### src/rtl/led_spi_cmd_ctrl_pkg.sv
// Shared definitions for the LED SPI command sequencer.
// Holds the header opcode values, the position of the opcode field in the
// header word, and the encoding of the command FSM states.
package led_spi_pkg;

  // Opcode field location inside the header word (upper nibble of 16 bits)
  localparam int OPC_MSB = 15;
  localparam int OPC_LSB = 12;

  typedef logic [OPC_MSB-OPC_LSB:0] opcode_t;

  localparam opcode_t OP_NOP   = 4'h0;
  localparam opcode_t OP_WRITE = 4'h1;
  localparam opcode_t OP_SWAP  = 4'h2;

  typedef enum logic [1:0] {
    ST_IDLE  = 2'd0,
    ST_HDR   = 2'd1,
    ST_DATA  = 2'd2,
    ST_DRAIN = 2'd3
  } state_t;

endpackage

### src/rtl/led_spi_cmd_ctrl_if.sv
// Pixel RAM write bus driven by the command sequencer.
//   o_WR_EN   : one-cycle write strobe
//   o_WR_ADDR : {back bank, pixel address}
//   o_WR_DATA : pixel word (valid only while o_WR_EN=1)
// master = sequencer side, slave = frame buffer side.
interface led_spi_cmd_ctrl_if #(
  parameter int BIT_WIDTH = 16,
  parameter int ADDR_W    = 10
);
  logic                 o_WR_EN;
  logic [ADDR_W:0]      o_WR_ADDR;
  logic [BIT_WIDTH-1:0] o_WR_DATA;

  modport master (output o_WR_EN, o_WR_ADDR, o_WR_DATA);
  modport slave  (input  o_WR_EN, o_WR_ADDR, o_WR_DATA);
endinterface

### src/rtl/led_spi_cmd_ctrl_spi_word_rx.sv
// SPI word deserializer (mode 0, MSB first, active-low enable).
// Ports:
//   clk, rst      : system clock, synchronous active-high reset
//   spi_clk/ena/dat : asynchronous SPI inputs
//   word_stb      : one-cycle pulse, word holds a complete received word
//   ena_fall/rise : one-cycle pulses on synchronized enable edges
//   partial       : valid with ena_rise; a word was cut short
module spi_word_rx #(
  parameter int BIT_WIDTH   = 16,
  parameter int SYNC_STAGES = 2
) (
  input  logic                 clk,
  input  logic                 rst,
  input  logic                 spi_clk,
  input  logic                 spi_ena,
  input  logic                 spi_dat,
  output logic                 word_stb,
  output logic [BIT_WIDTH-1:0] word,
  output logic                 ena_fall,
  output logic                 ena_rise,
  output logic                 partial
);
  localparam int CNT_W = $clog2(BIT_WIDTH);

  logic [SYNC_STAGES-1:0] sclk_sync_reg, ena_sync_reg, dat_sync_reg;
  logic                   sclk_prev_reg, ena_prev_reg;
  logic                   active_reg;
  logic [BIT_WIDTH-1:0]   shift_reg;
  logic [CNT_W-1:0]       cnt_reg;

  logic sclk_s, ena_s, dat_s;
  logic sclk_rise, ena_fall_c, ena_rise_c;

  assign sclk_s     = sclk_sync_reg[SYNC_STAGES-1];
  assign ena_s      = ena_sync_reg[SYNC_STAGES-1];
  assign dat_s      = dat_sync_reg[SYNC_STAGES-1];
  assign sclk_rise  = sclk_s & ~sclk_prev_reg;
  assign ena_fall_c = ~ena_s & ena_prev_reg;
  assign ena_rise_c = ena_s & ~ena_prev_reg;

  // The enable synchronizer resets to 0 ("enabled"): if ENA is already low
  // when reset releases, no falling edge can be seen until ENA has first been
  // observed high, so a transaction cut by reset is ignored to its end.
  always_ff @(posedge clk) begin
    if (rst) begin
      sclk_sync_reg <= '0;
      ena_sync_reg  <= '0;
      dat_sync_reg  <= '0;
      sclk_prev_reg <= 1'b0;
      ena_prev_reg  <= 1'b0;
      active_reg    <= 1'b0;
      shift_reg     <= '0;
      cnt_reg       <= '0;
      word_stb      <= 1'b0;
      word          <= '0;
      ena_fall      <= 1'b0;
      ena_rise      <= 1'b0;
      partial       <= 1'b0;
    end else begin
      sclk_sync_reg <= {sclk_sync_reg[SYNC_STAGES-2:0], spi_clk};
      ena_sync_reg  <= {ena_sync_reg[SYNC_STAGES-2:0], spi_ena};
      dat_sync_reg  <= {dat_sync_reg[SYNC_STAGES-2:0], spi_dat};
      sclk_prev_reg <= sclk_s;
      ena_prev_reg  <= ena_s;
      word_stb      <= 1'b0;
      ena_fall      <= ena_fall_c;
      ena_rise      <= ena_rise_c;
      partial       <= ena_rise_c && (cnt_reg != '0);
      if (ena_fall_c) begin
        active_reg <= 1'b1;
        shift_reg  <= '0;
        cnt_reg    <= '0;
      end else if (ena_rise_c) begin
        active_reg <= 1'b0;
        cnt_reg    <= '0;
      end else if (active_reg && sclk_rise) begin
        shift_reg <= {shift_reg[BIT_WIDTH-2:0], dat_s};
        if (cnt_reg == CNT_W'(BIT_WIDTH - 1)) begin
          cnt_reg  <= '0;
          word_stb <= 1'b1;
          word     <= {shift_reg[BIT_WIDTH-2:0], dat_s};
        end else begin
          cnt_reg <= cnt_reg + CNT_W'(1);
        end
      end
    end
  end
endmodule

### src/rtl/led_spi_cmd_ctrl.sv
// LED SPI command sequencer: decodes SPI header words, streams pixel words
// into the back bank of a double-buffered frame RAM and swaps banks on the
// display frame-sync pulse.
// Ports:
//   i_CLK, i_RST         : system clock, synchronous active-high reset
//   i_SPI_CLK/ENA/DAT    : asynchronous SPI link
//   i_FRAME_SYNC         : frame boundary pulse from the scanner
//   i_ERR_CLR            : clears the sticky error
//   wr                   : pixel RAM write bus (master)
//   o_BANK, o_BUSY, o_ERR: displayed bank, transaction active, sticky error
module led_spi_cmd_ctrl
  import led_spi_pkg::*;
#(
  parameter int BIT_WIDTH   = 16,
  parameter int ADDR_W      = 10,
  parameter int SYNC_STAGES = 2
) (
  input  logic                     i_CLK,
  input  logic                     i_RST,
  input  logic                     i_SPI_CLK,
  input  logic                     i_SPI_ENA,
  input  logic                     i_SPI_DAT,
  input  logic                     i_FRAME_SYNC,
  input  logic                     i_ERR_CLR,
  led_spi_cmd_ctrl_if.master       wr,
  output logic                     o_BANK,
  output logic                     o_BUSY,
  output logic                     o_ERR
);
  logic                 word_stb, ena_fall, ena_rise, partial;
  logic [BIT_WIDTH-1:0] rx_word;

  spi_word_rx #(
    .BIT_WIDTH  (BIT_WIDTH),
    .SYNC_STAGES(SYNC_STAGES)
  ) u_rx (
    .clk     (i_CLK),
    .rst     (i_RST),
    .spi_clk (i_SPI_CLK),
    .spi_ena (i_SPI_ENA),
    .spi_dat (i_SPI_DAT),
    .word_stb(word_stb),
    .word    (rx_word),
    .ena_fall(ena_fall),
    .ena_rise(ena_rise),
    .partial (partial)
  );

  state_t               state_reg;
  logic [ADDR_W-1:0]    addr_reg;
  logic                 bank_reg, back_bank_reg, swap_pending_reg, err_reg;
  logic                 wr_en_reg;
  logic [ADDR_W:0]      wr_addr_reg;
  logic [BIT_WIDTH-1:0] wr_data_reg;

  opcode_t opcode;
  logic    hdr_done, err_set, swap_set;

  always_comb begin
    opcode   = rx_word[OPC_MSB:OPC_LSB];
    hdr_done = (state_reg == ST_HDR) && word_stb && !ena_rise;
    swap_set = hdr_done && (opcode == OP_SWAP);
    err_set  = (ena_rise && partial) ||
               (hdr_done && (opcode != OP_NOP) && (opcode != OP_WRITE) &&
                (opcode != OP_SWAP));
  end

  always_ff @(posedge i_CLK) begin
    if (i_RST) begin
      state_reg        <= ST_IDLE;
      addr_reg         <= '0;
      bank_reg         <= 1'b0;
      back_bank_reg    <= 1'b0;
      swap_pending_reg <= 1'b0;
      err_reg          <= 1'b0;
      wr_en_reg        <= 1'b0;
      wr_addr_reg      <= '0;
      wr_data_reg      <= '0;
    end else begin
      // Set has priority over clear
      err_reg <= err_set | (err_reg & ~i_ERR_CLR);
      // A SWAP finishing on the sync cycle stays pending for the next sync
      swap_pending_reg <= swap_set | (swap_pending_reg & ~i_FRAME_SYNC);
      if (i_FRAME_SYNC && swap_pending_reg)
        bank_reg <= ~bank_reg;

      wr_en_reg <= 1'b0;
      if (ena_rise) begin
        state_reg <= ST_IDLE;
      end else begin
        case (state_reg)
          ST_IDLE: begin
            if (ena_fall) begin
              state_reg     <= ST_HDR;
              // Freeze the target bank so a mid-transaction swap
              // cannot split one transaction across banks
              back_bank_reg <= ~bank_reg;
            end
          end
          ST_HDR: begin
            if (word_stb) begin
              if (opcode == OP_WRITE) begin
                addr_reg  <= rx_word[ADDR_W-1:0];
                state_reg <= ST_DATA;
              end else begin
                state_reg <= ST_DRAIN;
              end
            end
          end
          ST_DATA: begin
            if (word_stb) begin
              wr_en_reg   <= 1'b1;
              wr_addr_reg <= {back_bank_reg, addr_reg};
              wr_data_reg <= rx_word;
              addr_reg    <= addr_reg + ADDR_W'(1);
            end
          end
          default: ;  // ST_DRAIN ignores all bits until ENA rises
        endcase
      end
    end
  end

  assign wr.o_WR_EN   = wr_en_reg;
  assign wr.o_WR_ADDR = wr_addr_reg;
  assign wr.o_WR_DATA = wr_data_reg;
  assign o_BANK       = bank_reg;
  assign o_BUSY       = (state_reg != ST_IDLE);
  assign o_ERR        = err_reg;
endmodule
### src/flat_wrapper.sv
// flat-port wrapper written by rule: the top's interface ports become plain ports
module led_spi_cmd_ctrl_flat import led_spi_pkg::*;
#(
  parameter int BIT_WIDTH   = 16,
  parameter int ADDR_W      = 10,
  parameter int SYNC_STAGES = 2
)
  (i_CLK, i_RST, i_SPI_CLK, i_SPI_ENA, i_SPI_DAT, i_FRAME_SYNC, i_ERR_CLR, o_BANK, o_BUSY, o_ERR, wr_o_WR_EN, wr_o_WR_ADDR, wr_o_WR_DATA);
  led_spi_cmd_ctrl_if #(.BIT_WIDTH(BIT_WIDTH), .ADDR_W(ADDR_W)) wr_i ();
  input  logic i_CLK;
  input  logic i_RST;
  input  logic i_SPI_CLK;
  input  logic i_SPI_ENA;
  input  logic i_SPI_DAT;
  input  logic i_FRAME_SYNC;
  input  logic i_ERR_CLR;
  output logic o_BANK;
  output logic o_BUSY;
  output logic o_ERR;
  output wire logic [$bits(wr_i.o_WR_EN)-1:0] wr_o_WR_EN;
  output wire logic [$bits(wr_i.o_WR_ADDR)-1:0] wr_o_WR_ADDR;
  output wire logic [$bits(wr_i.o_WR_DATA)-1:0] wr_o_WR_DATA;
  assign wr_o_WR_EN = wr_i.o_WR_EN;
  assign wr_o_WR_ADDR = wr_i.o_WR_ADDR;
  assign wr_o_WR_DATA = wr_i.o_WR_DATA;
  led_spi_cmd_ctrl #(.BIT_WIDTH(BIT_WIDTH), .ADDR_W(ADDR_W), .SYNC_STAGES(SYNC_STAGES)) u_core (.i_CLK(i_CLK), .i_RST(i_RST), .i_SPI_CLK(i_SPI_CLK), .i_SPI_ENA(i_SPI_ENA), .i_SPI_DAT(i_SPI_DAT), .i_FRAME_SYNC(i_FRAME_SYNC), .i_ERR_CLR(i_ERR_CLR), .wr(wr_i), .o_BANK(o_BANK), .o_BUSY(o_BUSY), .o_ERR(o_ERR));
endmodule
### config.mk
export PLATFORM = sky130hd
export DESIGN_NAME = led_spi_cmd_ctrl_flat
export DESIGN_NICKNAME = d
export VERILOG_FILES = /design/src/rtl/led_spi_cmd_ctrl_pkg.sv /design/src/rtl/led_spi_cmd_ctrl_if.sv /design/src/rtl/led_spi_cmd_ctrl_spi_word_rx.sv /design/src/rtl/led_spi_cmd_ctrl.sv /design/src/flat_wrapper.sv
export SDC_FILE = /design/constraint.sdc
export NUM_CORES = 1
export LEC_CHECK = 0
export ABC_CLOCK_PERIOD_IN_PS = 1800
export CORE_MARGIN = 1.5
export CORE_UTILIZATION = 35
export CTS_CLUSTER_DIAMETER = 30
export DETAILED_ROUTE_END_ITERATION = 16
export PLACE_DENSITY = 0.53
export SYNTH_ARGS = -nofsm -noshare
export SYNTH_HDL_FRONTEND = slang
export SYNTH_SLANG_ARGS = --single-unit
export TNS_END_PERCENT = 1
### constraint.sdc
create_clock -name i_CLK -period 1.8 [get_ports i_CLK]
set_input_delay 0.27 -clock i_CLK [delete_from_list [all_inputs] [get_ports i_CLK]]
set_output_delay 0.27 -clock i_CLK [all_outputs]
set_load 0.03 [all_outputs]
==> results of run 1 <==
layout by cell type (no fill, tap or decap), types with 2 or more instances in the layout:
| cell | n |
|---|---|
| mux2i_1 | 8 |
| nor3b_1 | 4 |
| a31oi_1 | 2 |
| nand2b_1 | 2 |
| and3_1 | 2 |
| nor4b_1 | 2 |
| or2_2 | 3 |
| inv_1 | 7 |
| nor3_1 | 4 |
| nand2_1 | 100 |
| clkdlybuf4s50_1 | 35 |
| buf_4 | 11 |
| and4bb_2 | 2 |
| nand3_1 | 3 |
| a21oi_1 | 66 |
| and2_1 | 5 |
| clkinv_2 | 3 |
| ha_1 | 5 |
| a311oi_1 | 2 |
| nor4_1 | 2 |
| clkbuf_8 | 12 |
| nand4_1 | 2 |
| o21ai_0 | 26 |
| a211oi_1 | 2 |
| nand4b_1 | 2 |
| a32oi_1 | 2 |
| nor2b_1 | 12 |
| nor2_1 | 24 |
| dfxtp_1 | 92 |
timing repair:
action / CTS / global route
setup buffers: 0 / 0
resized for setup: 1 / 0
endpoints found under the setup margin: 1 / 0
area by class of cell:
class | instances | area, sq um
fillers | 982 | 5600
flip-flops and latches | 92 | 1840
multi-input cells | 299 | 1580
repair buffers | 49 | 467
well taps | 133 | 166
clock buffers | 12 | 165
inverters | 7 | 26.3
clock inverters | 4 | 22.5
through the flow:
stage,std cells,utilization
floorplan,425,-
global placement,580,0.413
detailed placement,580,0.413
CTS,596,0.432
global route,596,0.432
finish,596,0.432
logic make-up after synthesis:
kind of cell | synth area share
buffers and inverters | 0.0474
multiplexers | 0.0223
flip-flops | 0.513
AND/OR/NAND/NOR | 0.230
AO/OA/AOI/OAI | 0.165
XOR/XNOR | 0.00488
adder cells (fa/ha/maj) | 0.0174
worst max path at each step:
stage	start	end	slack, ns	cells past startpoint
2_1_floorplan	u_core.u_rx.ena_sync_reg[1]$_SDFF_PP0_	u_core.u_rx.word[12]$_SDFFE_PP0P_	0.30	7
3_3_place_gp	u_core.u_rx.ena_sync_reg[1]$_SDFF_PP0_	u_core.u_rx.word[8]$_SDFFE_PP0P_	0.25	7
3_5_place_dp	u_core.u_rx.ena_rise$_SDFF_PP0_	u_core.addr_reg[0]$_SDFFE_PP0P_	0.24	4
4_1_cts	u_core.wr.o_WR_DATA[11]$_SDFFE_PP0P_	wr_o_WR_DATA[11]	0.07	1
5_1_grt	u_core.wr.o_WR_DATA[11]$_SDFFE_PP0P_	wr_o_WR_DATA[11]	0.04	1
6_report	u_core.o_BANK$_SDFFE_PP0P_	o_BANK	0.10	1
layer usage:
layer	vias to the layer above	GRT usage	share of wire
met5	-	0	0
met2	46	0.247	0.48
met3	6	0.0414	0.032
li1	1504	-	-
met4	0	0.0377	0.0089
met1	1363	0.181	0.48
power breakdown:
group,internal (W),switching (W),total [W]
registers,0.00204,0.00000532,0.00205
clock network,0.000609,0.000691,0.00130
logic,0.0000263,0.0000445,0.0000708
total,0.00268,0.000740,0.00342
==> metrics.txt, run 1 <==
# TYPE chip_impl_metric gauge
chip_impl_info{name="outcome",value="complete, no violations"} 1
chip_impl_metric{name="synth-async-reset-ratio",unit=""} 0
chip_impl_metric{name="initialDrtViolationCount",unit=""} 83
chip_impl_metric{name="maxCapViolCount",unit=""} 0
chip_impl_metric{name="worstPathBufferInverterCount",unit=""} 1
chip_impl_metric{name="critical_path_required",unit="ns"} 1.53
chip_impl_info{name="most_numerous_cell_in_the_yosys_netlist",value="nand2_1"} 1
chip_impl_metric{name="number_of_hold_violations_in_the_final_report",unit=""} 0
chip_impl_metric{name="clkLatencyLatePin",unit="ns"} 0.35
chip_impl_metric{name="cts.reportedPaths.clkPinSlew",unit="ns"} 0.09
chip_impl_metric{name="detailedPlacementHpwl",unit="mm"} 5.26
chip_impl_metric{name="setup_violations",unit=""} 0
chip_impl_info{name="tritoncts",value="built"} 1
chip_impl_metric{name="drcViolationCount",unit=""} 0
chip_impl_info{name="cts.root.buffer_cell",value="clkbuf_8"} 1
chip_impl_metric{name="synth_seq_cells",unit=""} 92
chip_impl_metric{name="finClkSkew",unit="ns"} 0.00570
chip_impl_info{name="worstPathCellList",value="clkdlybuf4s50_1"} 1
chip_impl_metric{name="antenna_found_initial",unit=""} 0
chip_impl_info{name="grt_setup_unrepaired",value="no"} 1
chip_impl_metric{name="r2r.worst_path.cells",unit=""} 4
chip_impl_metric{name="pin_count_of_the_biggest_net_entering_global_routing",unit=""} 28
chip_impl_metric{name="hold-worst-slack",unit="ns"} 0.300
chip_impl_info{name="worstHoldStart",value="i_RST"} 1
chip_impl_metric{name="yosys.area.top_type_share",unit=""} 0.513
chip_impl_info{name="synth_area_leader_cell",value="dfxtp_1"} 1
chip_impl_metric{name="synth.yosys.seq_area_share",unit=""} 0.513
chip_impl_info{name="hold_class",value="in2reg"} 1
chip_impl_metric{name="synth_warnings",unit=""} 0
chip_impl_metric{name="final_worst_path_period_need",unit="ns"} 1.70
chip_impl_metric{name="port_buffers",unit=""} 37
chip_impl_info{name="endpoint_kind",value="primary output"} 1
chip_impl_metric{name="reg2reg_slack",unit="ns"} 0.24
chip_impl_metric{name="post_route_cells_drive_above_1_share",unit=""} 0.0799
chip_impl_metric{name="grt_pass1_wl",unit="mm"} 12.9
chip_impl_metric{name="clkSinkCount",unit=""} 92
chip_impl_metric{name="gp_congestion",unit=""} 0.793
chip_impl_metric{name="irDropWorstVdd",unit="V"} 0.000460
chip_impl_metric{name="placementRows",unit=""} 36
chip_impl_metric{name="fmax",unit="MHz"} 589
chip_impl_metric{name="drt_wl_total",unit="mm"} 7.61
chip_impl_info{name="worstSetupPathType",value="reg2out"} 1
chip_impl_metric{name="place_worst_setup_slack",unit="ns"} 0.235
chip_impl_metric{name="die-area",unit="sq mm"} 0.0109
chip_impl_metric{name="arrival_time_of_the_worst_setup_path",unit="ns"} 1.43
chip_impl_metric{name="area.growth.synth_to_final",unit="%"} 18.9
chip_impl_metric{name="grt_pass1_vias",unit=""} 2769
chip_impl_metric{name="cts_max_path_buffers",unit=""} 2
chip_impl_metric{name="mappedNetlistNets",unit=""} 437
chip_impl_metric{name="crit_path_largest_cell_delay",unit="ns"} 0.69
chip_impl_metric{name="setup_tns",unit="ns"} 0
chip_impl_metric{name="synth_cell_types",unit=""} 47
chip_impl_info{name="most_used_flip_flop_cell_after_synthesis",value="dfxtp_1"} 1
chip_impl_metric{name="route.detailed.vias_per_inst",unit=""} 4.90
chip_impl_info{name="worstSetupStartpointType",value="register"} 1
chip_impl_info{name="top_cell_family_by_delay_on_the_critical_path",value="buffers and inverters"} 1
chip_impl_info{name="holdPathEnd",value="u_core.u_rx.ena_prev_reg$_SDFF_PP0_"} 1
chip_impl_metric{name="critPathMaxFanout",unit=""} 3
chip_impl_metric{name="final_max_slew_viol_count",unit=""} 0
chip_impl_metric{name="ctsHoldBuffers",unit=""} 0
chip_impl_info{name="r2r_start",value="u_core.u_rx.ena_rise$_SDFF_PP0_"} 1
chip_impl_info{name="worst_r2r_endpoint",value="u_core.addr_reg[0]$_SDFFE_PP0P_"} 1
chip_impl_metric{name="post-route-cell-area",unit="sq mm"} 0.00427
chip_impl_metric{name="total_leakage_power",unit="nW"} 1.44
chip_impl_metric{name="final_antenna_net_count",unit=""} 0
chip_impl_metric{name="post-route-worst-setup-slack",unit="ns"} 0.102
chip_impl_metric{name="n_antenna_cell",unit=""} 0
chip_impl_metric{name="dr.pass1.iters",unit=""} 4
chip_impl_metric{name="num_vias",unit=""} 2919
chip_impl_metric{name="cts-buffers-inserted",unit=""} 9
chip_impl_info{name="post_synth_main_area_contributors",value="dfxtp_1, nand2_1, a21oi_1, o21ai_0, nor2_1"} 1
chip_impl_metric{name="fin_nets",unit=""} 470
chip_impl_metric{name="placeableCoreArea",unit="sq mm"} 0.00986
chip_impl_metric{name="route.detailed.wl_per_inst",unit="um"} 12.8
chip_impl_metric{name="layout_worst_path_cycle_share",unit=""} 0.944
chip_impl_metric{name="grt_usage",unit=""} 0.145
chip_impl_metric{name="boundaryPins",unit=""} 38
chip_impl_metric{name="floorplan.die.height",unit="um"} 104
chip_impl_metric{name="postSynthAreaPerCell",unit="sq um"} 8.44
chip_impl_metric{name="syn-instance-count",unit=""} 425
chip_impl_info{name="post_synth_most_frequent_cells",value="nand2_1, dfxtp_1, a21oi_1"} 1
chip_impl_metric{name="syn_area",unit="sq mm"} 0.00359
chip_impl_metric{name="total_power",unit="W"} 0.00342
chip_impl_metric{name="placement.cell_area",unit="sq mm"} 0.00408
chip_impl_metric{name="number_of_enable_flip_flop_cells_after_synthesis",unit=""} 0
chip_impl_metric{name="min_path_cells",unit=""} 2
chip_impl_metric{name="h-tree-depth",unit=""} 3
chip_impl_metric{name="power_density",unit="mW/mm^2"} 801
chip_impl_metric{name="die_width",unit="um"} 104
chip_impl_metric{name="timing.slew.headroom",unit=""} 0.753
chip_impl_info{name="cp_slowest_cell",value="clkdlybuf4s50_1"} 1
chip_impl_metric{name="starting_utilization_of_the_core_area",unit=""} 0.364
chip_impl_metric{name="grt_residual_overflow",unit=""} 0
chip_impl_metric{name="max_slew.worst_pin.slew",unit="ns"} 0.366
Note: power is estimated with default switching activity, not from simulation.
==> run 2, diff against run 1 <==
--- a/config.mk
+++ b/config.mk
@@ -6,11 +6,13 @@
 export NUM_CORES = 1
 export LEC_CHECK = 0
 export ABC_CLOCK_PERIOD_IN_PS = 1800
+export CELL_PAD_IN_SITES_DETAIL_PLACEMENT = 1
+export CELL_PAD_IN_SITES_GLOBAL_PLACEMENT = 2
 export CORE_MARGIN = 1.5
-export CORE_UTILIZATION = 35
+export CORE_UTILIZATION = 34
 export CTS_CLUSTER_DIAMETER = 30
 export DETAILED_ROUTE_END_ITERATION = 16
-export PLACE_DENSITY = 0.53
+export PLACE_DENSITY = 0.78
 export SYNTH_ARGS = -nofsm -noshare
 export SYNTH_HDL_FRONTEND = slang
 export SYNTH_SLANG_ARGS = --single-unit
==> metrics.txt, run 2 (synthesis results as in run 1) <==
# TYPE chip_impl_metric gauge
chip_impl_metric{name="finClkSkew",unit="ns"} 0.00838
chip_impl_metric{name="power_density",unit="mW/mm^2"} 874
chip_impl_metric{name="route.detailed.wl_per_inst",unit="um"} 14.4
chip_impl_metric{name="maxCapViolCount",unit=""} 0
chip_impl_info{name="outcome",value="complete, no violations"} 1
chip_impl_metric{name="grt_pass1_wl",unit="mm"} 14.4
chip_impl_metric{name="place_worst_setup_slack",unit="ns"} 0.235
chip_impl_metric{name="total_leakage_power",unit="nW"} 1.48
chip_impl_metric{name="placeableCoreArea",unit="sq mm"} 0.0103
chip_impl_info{name="worstPathCellList",value="clkdlybuf4s50_1"} 1
chip_impl_metric{name="arrival_time_of_the_worst_setup_path",unit="ns"} 1.40
chip_impl_metric{name="n_antenna_cell",unit=""} 0
chip_impl_info{name="worstHoldStart",value="i_RST"} 1
chip_impl_metric{name="layout.cells.non_filler",unit=""} 599
chip_impl_metric{name="number_of_hold_violations_in_the_final_report",unit=""} 0
chip_impl_metric{name="fin_nets",unit=""} 471
chip_impl_metric{name="irDropWorstVdd",unit="V"} 0.000308
chip_impl_metric{name="drt_wl_total",unit="mm"} 8.60
chip_impl_metric{name="clkSinkCount",unit=""} 92
chip_impl_info{name="tritoncts",value="built"} 1
chip_impl_metric{name="die-area",unit="sq mm"} 0.0112
chip_impl_info{name="worstSetupPathType",value="reg2out"} 1
chip_impl_metric{name="setup_violations",unit=""} 0
chip_impl_metric{name="total_power",unit="W"} 0.00379
chip_impl_info{name="endpoint_kind",value="primary output"} 1
chip_impl_metric{name="max_slew.worst_pin.slew",unit="ns"} 0.467
chip_impl_info{name="commonest_cells_after_routing_fill_and_taps_aside",value="nand2_1, dfxtp_1, a21oi_1"} 1
chip_impl_metric{name="timing.slew.headroom",unit=""} 0.685
chip_impl_metric{name="grt_usage",unit=""} 0.164
chip_impl_metric{name="pin_count_of_the_biggest_net_entering_global_routing",unit=""} 28
chip_impl_metric{name="dr_wl_met2",unit="mm"} 4.09
chip_impl_metric{name="placementRows",unit=""} 37
chip_impl_metric{name="utilization",unit=""} 0.421
chip_impl_metric{name="clkLatencyLatePin",unit="ns"} 0.36
chip_impl_metric{name="final_antenna_net_count",unit=""} 0
chip_impl_metric{name="grt_residual_overflow",unit=""} 0
chip_impl_metric{name="route.detailed.vias_per_inst",unit=""} 4.99
chip_impl_metric{name="critPathMaxFanout",unit=""} 2
chip_impl_metric{name="boundaryPins",unit=""} 38
chip_impl_metric{name="met1Wirelength",unit="mm"} 4.15
chip_impl_metric{name="gp_congestion",unit=""} 0.798
chip_impl_info{name="grt_setup_unrepaired",value="no"} 1
chip_impl_metric{name="dr.pass1.iters",unit=""} 4
chip_impl_metric{name="setup_tns",unit="ns"} 0
chip_impl_metric{name="initialDrtViolationCount",unit=""} 81
chip_impl_info{name="hold_class",value="in2reg"} 1
chip_impl_info{name="worstSetupStartpointType",value="register"} 1
chip_impl_metric{name="met3_length",unit="um"} 173
chip_impl_metric{name="crit_path_largest_cell_delay",unit="ns"} 0.69
chip_impl_metric{name="h-tree-depth",unit=""} 3
chip_impl_metric{name="critical_path_required",unit="ns"} 1.53
chip_impl_metric{name="cts-buffers-inserted",unit=""} 9
chip_impl_metric{name="floorplan.die.height",unit="um"} 106
chip_impl_metric{name="final_max_slew_viol_count",unit=""} 0
chip_impl_info{name="cts.root.buffer_cell",value="clkbuf_8"} 1
chip_impl_info{name="top_cell_family_by_delay_on_the_critical_path",value="buffers and inverters"} 1
chip_impl_metric{name="worstPathBufferInverterCount",unit=""} 1
chip_impl_info{name="layout.cells.most_common",value="nand2_1"} 1
chip_impl_metric{name="starting_utilization_of_the_core_area",unit=""} 0.349
chip_impl_metric{name="num_vias",unit=""} 2987
chip_impl_info{name="startpoint",value="u_core.wr.o_WR_DATA[2]$_SDFFE_PP0P_"} 1
chip_impl_metric{name="cts.reportedPaths.clkPinSlew",unit="ns"} 0.09
chip_impl_metric{name="post-route-worst-setup-slack",unit="ns"} 0.127
chip_impl_metric{name="layout_worst_path_cycle_share",unit=""} 0.929
chip_impl_metric{name="final_worst_path_period_need",unit="ns"} 1.67
chip_impl_metric{name="post_route_cells_drive_above_1_share",unit=""} 0.0799
chip_impl_metric{name="grt_pass1_vias",unit=""} 3000
chip_impl_metric{name="antenna_found_initial",unit=""} 0
chip_impl_metric{name="fmax",unit="MHz"} 598
chip_impl_metric{name="die_width",unit="um"} 106
chip_impl_metric{name="drcViolationCount",unit=""} 0
chip_impl_metric{name="detailedPlacementHpwl",unit="mm"} 6.16
chip_impl_info{name="r2r_start",value="u_core.state_reg[1]$_SDFFE_PP0P_"} 1
chip_impl_info{name="routed.top_layer",value="met4"} 1
chip_impl_info{name="cp_slowest_cell",value="clkdlybuf4s50_1"} 1
chip_impl_metric{name="cts_setup_buffers",unit=""} 0
chip_impl_metric{name="ctsHoldBuffers",unit=""} 0
chip_impl_metric{name="placed_cells_incl_taps",unit=""} 584
chip_impl_metric{name="area.growth.synth_to_final",unit="%"} 20.6
chip_impl_metric{name="cts_max_path_buffers",unit=""} 2
chip_impl_metric{name="port_buffers",unit=""} 37
==> run 2: cell types whose count changed in the layout (fill, tap and decap cells not counted), sizes merged <==
cell	change
bufinv	+3
clkbuf	-2
buf	+1
clkdlybuf4s50	-1
clkinv	-1
clkinvlp	-1
dlymetal6s2s	+1
==> run 2: final cells by class <==
type / instances / area, sq um
tap: 136 / 170
fill: 1230 / 5950
clock inverter: 5 / 100
timing repair buffer: 50 / 477
sequential: 92 / 1840
multi-input combinational: 299 / 1580
clock buffer: 10 / 138
inverter: 7 / 26.3
==> run 2: power breakdown <==
part | total [W] | switching [W] | internal [W]
logic | 0.0000736 | 0.0000459 | 0.0000277
clock network | 0.00166 | 0.000716 | 0.000948
registers | 0.00205 | 0.00000476 | 0.00204
==> run 2: path summary, 6_finish.rpt <==
check / end / slack (ns) / cells past startpoint
setup / recovery: wr_o_WR_DATA[2] / 0.13 / 1
hold / removal: u_core.u_rx.ena_prev_reg$_SDFF_PP0_ / 0.28 / 2
setup reg to reg: u_core.addr_reg[0]$_SDFFE_PP0P_ / 0.22 / 4
hold reg to reg: u_core.u_rx.dat_sync_reg[1]$_SDFF_PP0_ / 0.44 / 1
==> run 2: layer usage <==
| metal | track usage | vias up |
|---|---|---|
| met5 | 0 | - |
| met4 | 0.0830 | 0 |
| met3 | 0.0297 | 17 |
| met2 | 0.264 | 36 |
| met1 | 0.210 | 1437 |
| li1 | - | 1497 |
==> run 2: what timing repair did <==
action,4_1_cts,5_1_grt
cloned,0,0
setup endpoints to repair,1,1
pin swaps,0,0
resized for setup,1,1
==> run 2: metrics by stage <==
| stage | instance area (sq um) | hold WS (ns) |
|---|---|---|
| CTS | 4330 | 0.273 |
| finish | 4330 | 0.284 |
| global route | 4330 | 0.290 |
| floorplan | 3590 | 0.398 |
| detailed placement | 4090 | 0.433 |
| global placement | 4090 | 0.416 |
